**config.mk**
```make
export PLATFORM = sky130hd
export DESIGN_NAME = stopwatch_datapath_flat
export DESIGN_NICKNAME = d
export VERILOG_FILES = /design/src/rtl/stopwatch_pkg.sv /design/src/rtl/stopwatch_datapath_if.sv /design/src/rtl/stopwatch_datapath_bcd_digit.sv /design/src/rtl/stopwatch_datapath.sv /design/src/flat_wrapper.sv
export SDC_FILE = /design/constraint.sdc
export NUM_CORES = 1
export LEC_CHECK = 0
export BUFFER_PORTS_ARGS = -buffer_cell sky130_fd_sc_hd__buf_2
export CAP_MARGIN = 20
export CORE_UTILIZATION = 50
export DETAILED_ROUTE_END_ITERATION = 7
export HOLD_SLACK_MARGIN = 0.03
export PLACE_DENSITY = 0.72
export SYNTH_ARGS = -nofsm -noshare
export SYNTH_HDL_FRONTEND = slang
export SYNTH_SLANG_ARGS = --single-unit
```
**constraint.sdc**
```tcl
create_clock -name clk -period 2.6 [get_ports clk]
set_input_delay 0.78 -clock clk [delete_from_list [all_inputs] [get_ports clk]]
set_output_delay 0.78 -clock clk [all_outputs]
set_load 0.02 [all_outputs]
```
**src/rtl/stopwatch_pkg.sv**
```systemverilog
// stopwatch_pkg: control-word layout, command encodings and BCD digit moduli
package stopwatch_pkg;
  localparam int CW_W = 6;
  localparam int SW_W = 3;
  localparam int PRE_LSB = 0;
  localparam int TIME_LSB = 2;
  localparam int DISP_LSB = 4;
  typedef enum logic [1:0] {CMD_HOLD = 2'b00, CMD_RUN = 2'b01, CMD_CLR = 2'b10} cmd_e;
  localparam cmd_e CMD_INC = CMD_RUN;
  localparam cmd_e CMD_LOAD = CMD_RUN;
  localparam int MOD_TENTHS = 10;
  localparam int MOD_SEC_UNITS = 10;
  localparam int MOD_SEC_TENS = 6;
  localparam int MOD_MIN = 10;
  localparam int DIGIT_MOD [4] = '{MOD_TENTHS, MOD_SEC_UNITS, MOD_SEC_TENS, MOD_MIN};
  // 2'b11 decodes as clear, same as CMD_CLR, because only the msb is tested
  function automatic cmd_e field(input logic [CW_W-1:0] cw, input int lsb);
    return cmd_e'(cw[lsb +: 2]);
  endfunction
endpackage

```
**src/rtl/stopwatch_datapath_if.sv**
```systemverilog
// stopwatch_datapath_if: control word in, status and BCD time/display out
interface stopwatch_datapath_if;
  import stopwatch_pkg::*;
  logic [CW_W-1:0] cw;
  logic tenth;
  logic [15:0] time_bcd;
  logic [15:0] disp_bcd;
  logic rollover;
  modport master(output cw, input tenth, time_bcd, disp_bcd, rollover);
  modport slave(input cw, output tenth, time_bcd, disp_bcd, rollover);
endinterface

```
**src/rtl/stopwatch_datapath_bcd_digit.sv**
```systemverilog
// bcd_digit: one modulo-MODULUS BCD digit of the elapsed-time carry chain
module bcd_digit #(
  parameter int MODULUS = 10
) (
  input  logic       clk,
  input  logic       reset,
  input  logic       clr,
  input  logic       inc_in,
  output logic [3:0] q,
  output logic       carry_out
);
  localparam logic [3:0] TOP = 4'(MODULUS - 1);
  assign carry_out = inc_in & (q == TOP);
  always_ff @(posedge clk)
    if (reset || clr) q <= '0;
    else if (inc_in) q <= (q == TOP) ? '0 : q + 4'd1;
endmodule

```
**src/rtl/stopwatch_datapath.sv**
```systemverilog
// stopwatch_datapath: prescaler, BCD M:SS.T counter and lap/display register
module stopwatch_datapath
  import stopwatch_pkg::*;
#(
  parameter int TICKS_PER_TENTH = 5000000
) (
  input logic clk,
  input logic reset,
  stopwatch_datapath_if.slave bus
);
  localparam int PW = $clog2(TICKS_PER_TENTH);
  localparam logic [PW-1:0] TERM = PW'(TICKS_PER_TENTH - 1);
  logic [PW-1:0] pre;
  logic [15:0] time_q;
  logic [15:0] disp_q;
  logic roll_q;
  logic [4:0] carry;
  cmd_e pre_cmd, time_cmd, disp_cmd;
  assign pre_cmd = field(bus.cw, PRE_LSB);
  assign time_cmd = field(bus.cw, TIME_LSB);
  assign disp_cmd = field(bus.cw, DISP_LSB);
  assign bus.tenth = pre == TERM;
  assign bus.time_bcd = time_q;
  assign bus.disp_bcd = disp_q;
  assign bus.rollover = roll_q;
  assign carry[0] = time_cmd == CMD_INC;
  for (genvar i = 0; i < 4; i++) begin : g_digit
    bcd_digit #(.MODULUS(DIGIT_MOD[i])) u_digit (
      .clk(clk),
      .reset(reset),
      .clr(time_cmd[1]),
      .inc_in(carry[i]),
      .q(time_q[4*i +: 4]),
      .carry_out(carry[i+1])
    );
  end
  // carry out of the minutes digit is exactly the 9:59.9 -> 0:00.0 wrap
  always_ff @(posedge clk)
    if (reset) begin
      pre <= '0;
      disp_q <= '0;
      roll_q <= 1'b0;
    end else begin
      pre <= pre_cmd[1] ? '0 : (pre_cmd == CMD_RUN) ? (bus.tenth ? '0 : pre + 1'b1) : pre;
      disp_q <= disp_cmd[1] ? '0 : (disp_cmd == CMD_LOAD) ? time_q : disp_q;
      roll_q <= carry[4];
    end
endmodule

```
**src/flat_wrapper.sv**
```systemverilog
// flat-port wrapper written by rule: the top's interface ports become plain ports
module stopwatch_datapath_flat import stopwatch_pkg::*;
#(
  parameter int TICKS_PER_TENTH = 5000000
)
  (clk, reset, bus_cw, bus_tenth, bus_time_bcd, bus_disp_bcd, bus_rollover);
  stopwatch_datapath_if bus_i ();
  input logic clk;
  input logic reset;
  input wire logic [$bits(bus_i.cw)-1:0] bus_cw;
  output wire logic [$bits(bus_i.tenth)-1:0] bus_tenth;
  output wire logic [$bits(bus_i.time_bcd)-1:0] bus_time_bcd;
  output wire logic [$bits(bus_i.disp_bcd)-1:0] bus_disp_bcd;
  output wire logic [$bits(bus_i.rollover)-1:0] bus_rollover;
  assign bus_i.cw = bus_cw;
  assign bus_tenth = bus_i.tenth;
  assign bus_time_bcd = bus_i.time_bcd;
  assign bus_disp_bcd = bus_i.disp_bcd;
  assign bus_rollover = bus_i.rollover;
  stopwatch_datapath #(.TICKS_PER_TENTH(TICKS_PER_TENTH)) u_core (.clk(clk), .reset(reset), .bus(bus_i));
endmodule
```
## Word-level counts from Yosys, hierarchy flattened

Cells that the tools add are included.

- Input port bits: 8
- Word-level logic and storage cells: 32
- Bits in registers: 56

- Eq/ne operators: 8
- Bitwise operators: 4
- Reductions and logical operators: 3
- Add/sub/neg operators: 5
- Multiplexer cells: 5

Operator list:

| operator | count |
|---|---|
| 23-bit by 1-bit adder with 23-bit output, second input constant | 1 |
| 23-bit equality test, second input constant | 1 |
| 23-bit 2-to-1 mux | 1 |
| 4-bit by 1-bit adder with 4-bit output, second input constant | 4 |
| 4-bit 2-to-1 mux | 4 |
| 4-bit equality test, second input constant | 3 |
| 2-bit by 1-bit equality test with 1-bit output, second input constant | 3 |
| 1-bit AND | 4 |
| 4-bit by 3-bit equality test with 1-bit output, second input constant | 1 |
| 2-bit OR reduction | 2 |
| 1-bit logical OR | 1 |

## Longest topological paths before layout

- Depth in word-level cells: 5
- Depth in mapped cells: 6
- Gate-level depth less buffers: 5

## By module

A second synthesis with hierarchy kept.

- Cells, all modules: 285
- Area total of the unflattened synthesis: 2566.2 µm²

Modules (own cells, without submodules):

| module | cells an instance | area each (µm²) | sequential area each (µm²) | instances |
|---|---|---|---|---|
| stopwatch_datapath | 206 | 1803.0 | 800.8 | 1 |
| bcd_digit at u_core.g_digit[0].u_digit ... | 20 | 192.7 | 80.1 | 3 |
| bcd_digit at u_core.g_digit[2].u_digit | 19 | 185.2 | 80.1 | 1 |

## Worst setup path before layout

No wires, ideal clock.

- Path kind: input port to flip-flop
- Start: input port bus_cw[1]
- End: register u_core.pre[22]
- Stages on the path: 5
- Path slack: 0.288 ns
- Data required time: 2.533 ns
- Arrival: 2.245 ns
- Buffers on the path: 1
- Library setup time: 0.067 ns
- Cell sequence: and4b_1 -> or4b_1 -> buf_2 -> or4_4 -> a21oi_2

- Word-level cells in the longest chain between the ends: 1
- Elaborated cells on any way between the ends: 2
- Those cells by class: 1 x eq/ne; 1 x reduce/logical

Ends and longest elaborated chain:

| what | RTL line | source |
|---|---|---|
| from (decl) | flat_wrapper.sv:10 | `input wire logic [$bits(bus_i.cw)-1:0] bus_cw;` |
| 2-bit by 1-bit equality test with 1-bit output or 2-bit OR reduction (tied branches) | - |  |
| to (signal assigned) | stopwatch_datapath.sv:44 | `pre <= pre_cmd[1] ? '0 : (pre_cmd == CMD_RUN) ? (bus.tenth ? '0 : pre + 1'b1) : pre;` |
| to (decl) | stopwatch_datapath.sv:13 | `logic [PW-1:0] pre;` |

Several ways; a longest one is shown, not always the timed one.
A chain may end at the register's enable or synchronous reset.

## Final worst setup path

- Start: register u_core.pre[1]
- End: output port bus_tenth

- Word-level cells in the longest chain between the ends: 1

Ends and longest elaborated chain:

| what | RTL line | source |
|---|---|---|
| 23-bit equality test | stopwatch_datapath.sv:22 | `assign bus.tenth = pre == TERM;` |
| to (decl) | flat_wrapper.sv:11 | `output wire logic [$bits(bus_i.tenth)-1:0] bus_tenth;` |

Every way passes these cells.

==> metrics.yaml <==
run_status:
  outcome: "finished, final reports clean"
placed_design:
  port_buffers: 41
  dp_hpwl_mm: 3.69
  place_ws_ns: 0.209
  gp_congestion: 0.813
timing:
  fin_crit_sh_pct: 94.4
  max_freq_ghz: 0.408
  worst_slew_pin_slew_ns: 0.496
  fin_tns_setup_ns: 0
  slew_violations: 0
  skew_ns: 0.0113
  finalSetupViolCount: 0
  rsz0062_at_grt: "false"
  setup_ws_ns: 0.146
  final_hold_viol_count: 0
  slew_headroom_pct: 66.9
  period_needed_ns: 2.45
routing:
  vias_per_cell: 5.47
  dr.pass1.iters: 4
  vias: 2193
  ant_nets: 0
  wl_per_cell_um: 13.0
  initialDrtViolationCount: 66
  drt_wl_total_mm: 5.20
  drc: 0
synthesis:
  yosys.area_share.simple_pct: 30.2
  syn_avg_cell_area_um2: 8.69
  muxShareOfSynthArea_pct: 7.50
  synthesis.area_um2: 2540
  ys_seq_elements: 56
  yosysSeqAreaShare_pct: 44.2
  synthArstFlopShare_pct: 0
  ys.flop_type: "dfxtp_1"
  synth.distinct_cells: 39
  synthXorXnorAreaFrac_pct: 4.83
  syn-instance-count: 292
  synthAdderAreaFrac_pct: 0.493
  synth_compound_area_share_pct: 9.97
  synth_top_area_share_pct: 44.2
  synth_top_cell_by_area: "dfxtp_1"
  synth_edf_count: 0
  synth_area_leaders: "dfxtp_1, mux2i_1, nor2_1"
  syn_nets: 301
  ys_warn_count: 0
  synth_top_family_by_area: "simple AND/OR/NAND/NOR gates"
floorplan:
  fp.dieH_um: 73.2
  dieArea_um2: 5360
  initial_utilization_pct: 52.6
  io_pins: 42
  num_rows: 25
  core_area_um2: 4820
  die_w_um: 73.2
power:
  ir_drop_uv: 285
  internal_power_mw: 1.17
  p_leak_nw: 1.12
  seqPwrFrac_pct: 57.9
  switchingPower_uw: 320
  switching_share_pct: 21.5
  combPwrFrac_pct: 3.2
  clkPwrFrac_pct: 38.8
  powerDensity_nw_per_um2: 507
global_routing:
  antenna_found_initial: 0
  grt_usage_pct: 20.0
  grt_pass1_vias: 1863
  overflow: 0
  grt_max_degree: 18
  grt_pass1_wl_mm: 8.42
hold_path:
  hold_path.class: "flip-flop to flip-flop"
worst_setup_path:
  critPathSlowestCell: "dfxtp_1"
  cpPeakStageDelay_ns: 0.38
  critical-path-top-delay-family: "simple AND/OR/NAND/NOR gates"
  crit_type: "flip-flop to output pin"
  worst_setup_path_end_kind: "output pin"
  cp.arrival_ns: 1.67
  required_ns: 1.82
  crit_path_cell_trace: "ha_1, nor4bb_1, nand4_1, nor3_1, buf_2"
  cp-start-kind: "flip-flop"
  cp_num_buf_inv: 1
  critPathMaxFanout: 4
clock_network:
  clkSlewWorstSetupHoldPaths_ns: 0.10
  clk_path_buf_depth: 2
  cts-root-buf: "clkbuf_8"
  numCtsBuffers: 5
  postCtsSetupRepairBufs: 0
  cts_hold_buffers: 0
  clock_latency_ns: 0.31
  cts_resized: 0
  h-tree-depth: 2
  tritoncts: "built"
  cts.sinks: 56
layout:
  drive_above_1_share_pct: 18.9
  n_antenna_cell: 0
  finish.utilization_pct: 61.0
  final_nets: 342
  syn2layout_area_growth_pct: 15.8
flow_run:
  cap_viol_max_count: 0
## power groups by stage
stage | registers [mW] | clock network [mW] | logic [mW]
after floorplan | 0.883 | 0 | 0.0300
after global placement | 0.882 | 0 | 0.0478
after detailed placement | 0.882 | 0 | 0.0485
after CTS | 0.862 | 0.584 | 0.0483
after global routing | 0.864 | 0.613 | 0.0519
final | 0.862 | 0.578 | 0.0478
## cells in the final DEF (no fill, tap or decap), types with 6 or more instances in the layout
cell type	n
nor2_1	38
nand3_1	10
buf_2	41
o21ai_0	20
dfxtp_1	55
xnor2_1	6
nand4_1	8
mux2i_1	19
xor2_1	8
nand2_1	21
buf_4	6
or3_1	12
a21oi_1	20
nor2b_1	6
## worst reg2reg max path, delay by kind of cell, from the launching register on
family	cells	cell delay, ns
and+or+nand+nor	3	1.22
adders and majority gates	1	0.22
DFF	1	0.38
AOI/OAI and AO/OA	1	0.14
## path summary, 6_finish.rpt
kind | slack, ns | depth (start not counted) | from | to
setup / recovery | 0.15 | 5 | u_core.pre[1] | bus_tenth
hold / removal | 0.49 | 2 | u_core.bus.disp_bcd[3] | u_core.bus.disp_bcd[3]
setup reg to reg | 0.59 | 5 | u_core.pre[1] | u_core.pre[22]
hold reg to reg | 0.49 | 2 | u_core.bus.disp_bcd[3] | u_core.bus.disp_bcd[3]
## cell usage after synthesis, types with 2 or more instances
cell      count
dfxtp_1      56
nor2_1       38
nand2_1      21
a21oi_1      20
o21ai_0      20
mux2i_1      19
or3_1        12
clkbuf_1     11
nand3_1      10
nand4_1       8
xor2_1        8
nor2b_1       6
xnor2_1       6
inv_1         5
nor3_1        5
nor4b_1       5
nor3b_1       4
and3_1        3
and4b_1       3
nor4bb_1      3
or4_1         3
a21boi_0      2
and2_1        2
and4_1        2
buf_2         2
nand4b_1      2
nor4_1        2
o31ai_1       2
or2_2         2
## per-layer routing
| metal | global-route usage, % | vias up | routed length [um] |
|---|---|---|---|
| met4 | 4.58 | 0 | 41 |
| met5 | 0 | - | 0 |
| met3 | 4.14 | 5 | 157 |
| met2 | 32.0 | 35 | 2380 |
| met1 | 27.7 | 1029 | 2630 |
| li1 | - | 1124 | - |
## cells by family after synthesis
group | after synthesis
AND/OR/NAND/NOR | 137
buffers and inverters | 18
adder cells (fa/ha/maj) | 1
AO/OA/AOI/OAI | 47
XOR/XNOR | 14
multiplexers | 19
flip-flops | 56
## per-stage QoR
step	hold slack, ns	power [mW]	instances	instance area, um2
6_report	0.494	1.49	401	2940
5_1_grt	0.528	1.53	401	2940
4_1_cts	0.500	1.49	401	2940
3_5_place_dp	0.474	0.931	393	2820
3_3_place_gp	0.466	0.930	393	2820
2_1_floorplan	0.468	0.913	292	2540
## state kept, by name, summed over array words and instances, names as in the netlist
register / cells
u_core.bus.disp_bcd: 16
u_core.bus.rollover: 1
u_core.g_digit.u_digit.q: 16
u_core.pre: 23
## cell type report
cell class / count / area, um2
repair buffers: 47 / 250
well taps: 67 / 83.8
clock inverters: 2 / 38.8
clock buffers: 6 / 72.6
flip-flops and latches: 56 / 1120
inverters: 5 / 18.8
multi-input cells: 218 / 1350
fillers: 459 / 1880
(Power assumes the default switching activity.)
